<file path="src/rtl/ctrl_pkg.sv">
// Shared encodings for the multi-cycle RV32 sequencer: states, opcodes and
// the datapath select fields it drives.
package ctrl_pkg;

    typedef enum logic [2:0] {
        ST_FETCH  = 3'd0,
        ST_DECODE = 3'd1,
        ST_EXEC   = 3'd2,
        ST_MEM    = 3'd3,
        ST_WB     = 3'd4,
        ST_TRAP   = 3'd7
    } state_t;

    localparam logic [6:0] OP_LW   = 7'b0000011;
    localparam logic [6:0] OP_SW   = 7'b0100011;
    localparam logic [6:0] OP_R    = 7'b0110011;
    localparam logic [6:0] OP_I    = 7'b0010011;
    localparam logic [6:0] OP_LUI  = 7'b0110111;
    localparam logic [6:0] OP_BR   = 7'b1100011;
    localparam logic [6:0] OP_JAL  = 7'b1101111;
    localparam logic [6:0] OP_JALR = 7'b1100111;

    localparam logic [2:0] ALU_ADD   = 3'b000;
    localparam logic [2:0] ALU_SUB   = 3'b001;
    localparam logic [2:0] ALU_AND   = 3'b010;
    localparam logic [2:0] ALU_OR    = 3'b011;
    localparam logic [2:0] ALU_SLT   = 3'b101;
    localparam logic [2:0] ALU_PASSB = 3'b111;

    localparam logic [2:0] IMM_I = 3'b000;
    localparam logic [2:0] IMM_S = 3'b100;
    localparam logic [2:0] IMM_B = 3'b010;
    localparam logic [2:0] IMM_J = 3'b011;
    localparam logic [2:0] IMM_U = 3'b001;

    localparam logic [1:0] PCSRC_PC4  = 2'b00;
    localparam logic [1:0] PCSRC_IMM  = 2'b01;
    localparam logic [1:0] PCSRC_JALR = 2'b10;

    localparam logic [1:0] RES_ALU = 2'b00;
    localparam logic [1:0] RES_MEM = 2'b01;
    localparam logic [1:0] RES_PC4 = 2'b10;

    // Only add/slt/or/and forms are implemented for R and I arithmetic.
    function automatic logic arith_funct3_ok(input logic [2:0] funct3);
        logic ok;
        case (funct3)
            3'b000, 3'b010, 3'b110, 3'b111: ok = 1'b1;
            default:                        ok = 1'b0;
        endcase
        return ok;
    endfunction

endpackage

</file>
<file path="src/rtl/ctrl_alu_dec.sv">
// Combinational opcode/funct3/funct7 to ALU operation decode, with a flag
// marking instructions the sequencer can execute.
module ctrl_alu_dec
    import ctrl_pkg::*;
(
    input  logic [6:0] opcode,
    input  logic [2:0] funct3,
    input  logic       funct7_5,
    output logic [2:0] alu_ctrl,
    output logic       legal
);

    // Opcode class selects the ALU operation and legality
    always_comb begin
        alu_ctrl = ALU_ADD;
        legal    = 1'b0;
        case (opcode)
            OP_LW, OP_SW: begin
                alu_ctrl = ALU_ADD;
                legal    = 1'b1;
            end
            OP_BR: begin
                alu_ctrl = ALU_SUB;
                legal    = (funct3 == 3'b000) || (funct3 == 3'b001);
            end
            OP_R, OP_I: begin
                legal = arith_funct3_ok(funct3);
                case (funct3)
                    3'b110:  alu_ctrl = ALU_OR;
                    3'b010:  alu_ctrl = ALU_SLT;
                    3'b111:  alu_ctrl = ALU_AND;
                    // Only register-register forms can subtract; addi ignores bit 30.
                    default: alu_ctrl = (funct7_5 && opcode[5]) ? ALU_SUB : ALU_ADD;
                endcase
            end
            OP_LUI, OP_JAL, OP_JALR: begin
                alu_ctrl = ALU_PASSB;
                legal    = 1'b1;
            end
            default: begin
                alu_ctrl = ALU_ADD;
                legal    = 1'b0;
            end
        endcase
    end

endmodule

</file>
<file path="src/rtl/multicycle_ctrl.sv">
// Multi-cycle RV32 control sequencer (FETCH/DECODE/EXEC/MEM/WB/TRAP).
// Optional performance counters are enabled with MULTICYCLE_CTRL_PERF_EN.
module multicycle_ctrl
    import ctrl_pkg::*;
#(
    parameter int CNT_WIDTH = 32
) (
    input  logic        clk,
    input  logic        rst_n,
    input  logic [31:0] instr,
    input  logic        eq,
    input  logic        mem_ready,
    output logic        mem_req,
    output logic        mem_we,
    output logic        ir_write,
    output logic        pc_write,
    output logic [1:0]  pc_src,
    output logic [2:0]  alu_ctrl,
    output logic        alu_src,
    output logic [2:0]  imm_src,
    output logic [1:0]  result_src,
    output logic        reg_write,
    output logic        illegal,
    output logic [2:0]  state
`ifdef MULTICYCLE_CTRL_PERF_EN
    ,
    output logic [CNT_WIDTH-1:0] cycle_cnt,
    output logic [CNT_WIDTH-1:0] instr_cnt
`endif
);

    state_t      state_r;
    state_t      next_state_s;
    logic        illegal_r;
    logic [6:0]  opcode_s;
    logic [2:0]  dec_alu_s;
    logic        legal_s;
    logic        mem_req_s, mem_we_s, ir_write_s, pc_write_s;
    logic [1:0]  pc_src_s, result_src_s;
    logic [2:0]  alu_ctrl_s, imm_src_s;
    logic        alu_src_s, reg_write_s;
    logic        unused_s;

    assign opcode_s = instr[6:0];
    assign unused_s = ^{instr[31], instr[29:15], instr[11:7]};

    ctrl_alu_dec u_alu_dec (
        .opcode   (opcode_s),
        .funct3   (instr[14:12]),
        .funct7_5 (instr[30]),
        .alu_ctrl (dec_alu_s),
        .legal    (legal_s)
    );

    // State register and sticky illegal flag
    always_ff @(posedge clk) begin
        if (!rst_n) begin
            state_r   <= ST_FETCH;
            illegal_r <= 1'b0;
        end else begin
            state_r <= next_state_s;
            if (next_state_s == ST_TRAP) begin
                illegal_r <= 1'b1;
            end
        end
    end

    // Next-state and per-state datapath controls
    always_comb begin
        next_state_s = state_r;
        mem_req_s    = 1'b0;
        mem_we_s     = 1'b0;
        ir_write_s   = 1'b0;
        pc_write_s   = 1'b0;
        pc_src_s     = PCSRC_PC4;
        alu_ctrl_s   = ALU_ADD;
        alu_src_s    = 1'b0;
        imm_src_s    = IMM_I;
        result_src_s = RES_ALU;
        reg_write_s  = 1'b0;
        case (state_r)
            ST_FETCH: begin
                mem_req_s = 1'b1;
                if (mem_ready) begin
                    ir_write_s   = 1'b1;
                    next_state_s = ST_DECODE;
                end else begin
                    next_state_s = ST_FETCH;
                end
            end
            ST_DECODE: begin
                next_state_s = legal_s ? ST_EXEC : ST_TRAP;
            end
            ST_EXEC: begin
                alu_ctrl_s   = dec_alu_s;
                next_state_s = ST_WB;
                case (opcode_s)
                    OP_LW: begin
                        alu_src_s    = 1'b1;
                        imm_src_s    = IMM_I;
                        next_state_s = ST_MEM;
                    end
                    OP_SW: begin
                        alu_src_s    = 1'b1;
                        imm_src_s    = IMM_S;
                        next_state_s = ST_MEM;
                    end
                    OP_BR: begin
                        imm_src_s  = IMM_B;
                        pc_write_s = 1'b1;
                        // funct3[0] distinguishes bne from beq
                        pc_src_s     = (eq ^ instr[12]) ? PCSRC_IMM : PCSRC_PC4;
                        next_state_s = ST_FETCH;
                    end
                    OP_R, OP_I: begin
                        alu_src_s = ~instr[5];
                        imm_src_s = IMM_I;
                    end
                    OP_LUI: begin
                        alu_src_s = 1'b1;
                        imm_src_s = IMM_U;
                    end
                    OP_JAL:  imm_src_s = IMM_J;
                    OP_JALR: imm_src_s = IMM_I;
                    default: next_state_s = ST_TRAP;
                endcase
            end
            ST_MEM: begin
                mem_req_s = 1'b1;
                mem_we_s  = (opcode_s == OP_SW);
                if (mem_ready) begin
                    if (opcode_s == OP_SW) begin
                        pc_write_s   = 1'b1;
                        pc_src_s     = PCSRC_PC4;
                        next_state_s = ST_FETCH;
                    end else begin
                        next_state_s = ST_WB;
                    end
                end else begin
                    next_state_s = ST_MEM;
                end
            end
            ST_WB: begin
                reg_write_s  = 1'b1;
                pc_write_s   = 1'b1;
                next_state_s = ST_FETCH;
                case (opcode_s)
                    OP_LW:   result_src_s = RES_MEM;
                    OP_JAL: begin
                        result_src_s = RES_PC4;
                        pc_src_s     = PCSRC_IMM;
                    end
                    OP_JALR: begin
                        result_src_s = RES_PC4;
                        pc_src_s     = PCSRC_JALR;
                    end
                    default: result_src_s = RES_ALU;
                endcase
            end
            ST_TRAP: next_state_s = ST_TRAP;
            default: next_state_s = ST_TRAP;
        endcase
    end

    // Reset forces every output low in the same cycle, including an open mem_req.
    assign mem_req    = rst_n & mem_req_s;
    assign mem_we     = rst_n & mem_we_s;
    assign ir_write   = rst_n & ir_write_s;
    assign pc_write   = rst_n & pc_write_s;
    assign pc_src     = rst_n ? pc_src_s : 2'b00;
    assign alu_ctrl   = rst_n ? alu_ctrl_s : 3'b000;
    assign alu_src    = rst_n & alu_src_s;
    assign imm_src    = rst_n ? imm_src_s : 3'b000;
    assign result_src = rst_n ? result_src_s : 2'b00;
    assign reg_write  = rst_n & reg_write_s;
    assign illegal    = rst_n & illegal_r;
    assign state      = rst_n ? state_r : 3'b000;

`ifdef MULTICYCLE_CTRL_PERF_EN
    logic [CNT_WIDTH-1:0] cycle_cnt_r;
    logic [CNT_WIDTH-1:0] instr_cnt_r;
    localparam logic [CNT_WIDTH-1:0] CNT_ONE = {{(CNT_WIDTH-1){1'b0}}, 1'b1};

    // Free-running cycle and retired-instruction counters
    always_ff @(posedge clk) begin
        if (!rst_n) begin
            cycle_cnt_r <= '0;
            instr_cnt_r <= '0;
        end else begin
            if (state_r != ST_TRAP) begin
                cycle_cnt_r <= cycle_cnt_r + CNT_ONE;
            end
            if (pc_write_s) begin
                instr_cnt_r <= instr_cnt_r + CNT_ONE;
            end
        end
    end

    assign cycle_cnt = cycle_cnt_r;
    assign instr_cnt = instr_cnt_r;
`endif

endmodule
</file>
<file path="config.mk">
export PLATFORM = sky130hd
export DESIGN_NAME = multicycle_ctrl
export DESIGN_NICKNAME = d
export VERILOG_FILES = /design/src/rtl/ctrl_pkg.sv /design/src/rtl/ctrl_alu_dec.sv /design/src/rtl/multicycle_ctrl.sv
export SDC_FILE = /design/constraint.sdc
export NUM_CORES = 1
export LEC_CHECK = 0
export ABC_AREA = 1
export CORE_MARGIN = 2
export CORE_UTILIZATION = 29
export CTS_CLUSTER_SIZE = 40
export DETAILED_ROUTE_END_ITERATION = 8
export MAX_ROUTING_LAYER = met4
export PLACE_DENSITY = 0.79
export SLEW_MARGIN = 40
export SYNTH_ARGS = -nofsm -noshare
export SYNTH_HDL_FRONTEND = slang
export SYNTH_SLANG_ARGS = --single-unit
</file>
<file path="constraint.sdc">
create_clock -name clk -period 1.4 [get_ports clk]
set_clock_uncertainty 0.05 [all_clocks]
set_input_delay 0.28 -clock clk [delete_from_list [all_inputs] [get_ports clk]]
set_output_delay 0.28 -clock clk [all_outputs]
set_load 0.05 [all_outputs]
</file>
==> results of run 1 <==
[stage by stage]
stage	instances	TNS [ns]	hold WS, ns	setup WS (ns)
4_1_cts	237	-5.48	0.410	-0.411
3_5_place_dp	221	-14.97	0.402	-0.887
3_3_place_gp	221	-13.86	0.377	-0.836
2_1_floorplan	122	-2.79	0.367	-0.546
[kinds of logic after synthesis]
logic type | count (synthesis) | share of synthesized area (%)
flip-flops | 4 | 12.1
AO/OA/AOI/OAI | 13 | 11.0
buffers and inverters | 29 | 16.6
AND/OR/NAND/NOR | 75 | 59.0
XOR/XNOR | 1 | 1.32
[what timing repair did]
| action | 4_1_cts |
|---|---|
| gates resized for setup | 78 |
| buffers inserted | 14 |
| endpoints found under the setup margin | 24 |
| pin swaps | 26 |
[cell usage after synthesis]
master,instances
a21oi_1,8
a31oi_1,2
and2_1,1
clkbuf_2,1
dfxtp_1,4
inv_1,20
inv_2,8
nand2_1,26
nand2_2,9
nand2_4,1
nand3_1,7
nand3_2,2
nand3_4,1
nand3b_1,1
nand4_1,1
nor2_1,17
nor2_2,3
nor2_4,3
nor3_1,2
nor4_1,1
o21ai_0,1
o22ai_1,1
o311ai_1,1
xnor2_1,1
==> metrics, run 1 <==
Seq/Total Area, Yosys=between 10% and 20%; Ports=56; mapped cell area=662 um^2; post-DP HPWL=around 2.4 mm; hold_buf cts=0; CTS Buf Count=3; largest net degree at the start of global routing=7; syn avg cell area=approximately 5.4 um^2; H-tree levels=1; Die Wd=~52 um; Syn Inst Count=122; row count=17; Yosys cell types=24; Err=[ERROR DPL-0038] Utilization greater than 100%, impossible to legalize; ranking of synthesized cells by area=nand2_1, dfxtp_1, inv_1; Syn Nets=158; Clock Tree Buf Depth=2; Initial Utilization=30.2%; status=aborted with a tool error; PortBufs=34; Crit. endpoint post-GRT repair=alu_ctrl[2]; YS warnings=0; root buf cell=clkbuf_4; Last stage=global routing (5_1_grt); Die Y=roughly 52 um; clk sink count=4; Synth area leader=nand2_1; Synth top area share=about 15%; Placer Congestion=approximately 0.88; Post-DP Area=1790 um^2; flop and latch count out of synthesis=4; WEP type=primary output
==> run 2: changes to the inputs <==
CORE_AREA = 2 2 63 65   (was not set)
CORE_MARGIN = not set   (was 2)
CORE_UTILIZATION = not set   (was 29)
CTS_CLUSTER_SIZE = not set   (was 40)
DIE_AREA = 0 0 65 67   (was not set)
MAX_ROUTING_LAYER = not set   (was met4)
PLACE_DENSITY = not set   (was 0.79)
PLACE_DENSITY_LB_ADDON = 0.15   (was not set)
clock period = 1.82 ns   (was 1.4 ns; I/O delays follow)
==> run 2 against run 1 <==
Effect of this change: the flow now finishes, with violations (setup timing); area after synthesis is the same; synthesized cell count stayed put.
==> metrics, run 2 <==
Slew headroom=82.1%; 1st-iter DRT viols=37; fmax=between 0.5 and 0.6 GHz; R2R setup slack=between 0.4 and 0.5 ns; gr usage total=a little over an eighth; CTS Buf Count=3 (unchanged); critical path arrival=around 1.5 ns; max-cap check violation count=0; Placed Cells=232 (+5.0%); grt ovf=0; M1 WL=1.09 mm; H-tree levels=1 (unchanged); CP Capture Type=primary output; Largest register FFs=3; metal2 WL=1.60 mm; Syn Nets=158 (unchanged); crit path time final=approximately 1.9 ns; Hold Fails Final Rpt=0; Max VDD drop=~300 uV; routed via count=1047; footprint of the multi-input gates=approximately 750 um^2; PortBufs=34 (unchanged); Final nets=roughly 240; power per cell area=around 660 nW/um^2; Largest regs=state_r x3, illegal_r x1; ys flop type=dfxtp_1; Die ar.=between 4000 and 5000 um^2; Crit Path Class=input port to primary output; register with the most flip-flops=state_r; root buf cell=clkbuf_8; Vias/cell=approximately 4.2; Clock Tree Buf Depth=2 (unchanged); Placer Congestion=0.880 (about the same); critical path peak fanout=4; Die Wd=65 um (+26%); Final ANT Viol Nets=0; Least-Margin Pin Slew=approximately 0.27 ns; Async SR Flop Fraction=0% (unchanged); Hold WC Path Type=flip-flop to flip-flop; Post-route DRC=0; Synth top area share=14.7% (unchanged); FF-to-FF Start=state_r[2]; final core occ=approximately 53%; hold_buf cts=0 (unchanged); flop and latch count out of synthesis=4 (unchanged); Die Y=67 um (+29%); Critical Path RT=1.41 ns; Clock transition at path regs=0.03 ns; fillcell total=343; row count=22 (+5); Crit Reg-Reg Endpoint=illegal_r; Ant. Diodes=0; Critical path destination=pc_write; Final Max Tran Viols=0; Initial Utilization=18.4% (-12 points); violated checks=setup timing; first drt pass iteration count=4; Yosys cell types=24 (unchanged); Synth area leader=nand2_1; CP startpoint kind=input port; Routed met3 length=between 100 and 150 um; top sig layer=met4; # setup viols final=10; YS warnings=0 (unchanged); CTS tree=yes; first-pass GRT wire length=approximately 4.6 mm; Area growth, synth to finish=191%; post-DP HPWL=2.06 mm (-16%); number of synthesized flops with an enable pin=0 (unchanged); Syn Inst Count=122 (unchanged); pre-CTS setup slack=-0.539 ns (+0.349 ns); ranking of synthesized cells by area=nand2_1, dfxtp_1, inv_1; commonest non-fill, non-tap cell in the layout=buf_4; most frequent cells in the layout=buf_4, nand2_1, buf_12; status=finished with violations; Clock Latency Late Sink=between 0.2 and 0.25 ns; RSZ-0062 raised after global routing=yes; share of post-route cells with drive strength above 1=74.6%; CP startpoint=instr[3]; Ports=56 (unchanged); largest net degree at the start of global routing=6; WL/cell=between 10 and 15 um; syn avg cell area=5.43 um^2 (unchanged); final worst-path setup slack=-0.0627 ns; final non-filler cell total=about 250; Synth top cells by count=nand2_1, inv_1, nor2_1; clk sink count=4 (unchanged); cells on worst reg2reg path=11; initial antenna violation count=0; mapped cell area=662 um^2 (unchanged); vias in the first global route=approximately 1100; final worst path period share=103%; core area=3610 um^2; Lkg Pwr=~0.93 nW; most frequent cell after synthesis=nand2_1; Seq/Total Area, Yosys=12.1% (unchanged); Routed Wire Length=between 2 and 3 mm; Reg area=approximately 86 um^2
[run 2: cell counts after synthesis]
No cell type changed its count.
[run 2: cell families after synthesis]
| group | count (synthesis) | synth area share (%) |
|---|---|---|
| flip-flops | 4 | 12.1 |
| AO/OA/AOI/OAI | 13 | 11.0 |
| buffers and inverters | 29 | 16.6 |
| XOR/XNOR | 1 | 1.32 |
| AND/OR/NAND/NOR | 75 | 59.0 |
[run 2: cell type report]
| type | instances | area share [%] |
|---|---|---|
| Timing Repair Buffer | 77 | 44.5 |
| Inverter | 28 | 6.70 |
| Tap cell | 48 | 3.12 |
| Clock buffer | 3 | 2.15 |
| Multi-Input combinational cell | 89 | 39.0 |
| Sequential cell | 4 | 4.49 |
[run 2: routing by layer]
metal  vias up  GRT usage, %
li1        541             -
met1       482          14.5
met3         4          2.20
met4         0          5.59
met2        20          26.2
met5         -             0
[run 2: critical path, cell delays in order]
cell        delay, ns
buf_6            0.10
inv_4            0.05
nand2_4          0.04
nor2_4           0.14
nand2_2          0.10
nor2_4           0.09
inv_2            0.06
o311ai_4         0.22
nand2_2          0.10
clkinvlp_4       0.09
buf_12           0.13
[run 2: worst min-delay path by stage]
stage / startpoint / endpoint / slack, ns / depth (start not counted)
floorplan: illegal_r / illegal_r / 0.37 / 2
global placement: illegal_r / illegal_r / 0.38 / 2
detailed placement: illegal_r / illegal_r / 0.39 / 2
CTS: illegal_r / illegal_r / 0.39 / 2
global route: illegal_r / illegal_r / 0.42 / 2
finish: illegal_r / illegal_r / 0.39 / 2
[run 2: repair_timing]
item	4_1_cts	5_1_grt
pin swaps	19	13
gates resized for setup	74	30
buffers inserted	11	6
endpoints found under the setup margin	22	14
[run 2: where the power goes]
| group | leakage (nW) | switching [mW] | internal [mW] |
|---|---|---|---|
| Combinational | 0.871 | 0.503 | 0.401 |
| Sequential | 0.0343 | 0.0487 | 0.133 |
| Clock | 0.0216 | 0.0445 | 0.141 |
| Total | 0.927 | 0.596 | 0.675 |
[run 2: metrics by stage]
stage	total power [mW]	hold WS (ns)	instance area, um^2	setup TNS, ns
after global routing	1.35	0.420	1920	-1.13
final	1.27	0.390	1920	-0.323
after floorplan	0.567	0.367	752	-0.511
after CTS	1.18	0.394	1790	-0.390
after global placement	0.871	0.385	1570	-7.16
after detailed placement	0.874	0.387	1570	-7.53
No activity file was read; power rests on OpenSTA's default activity.
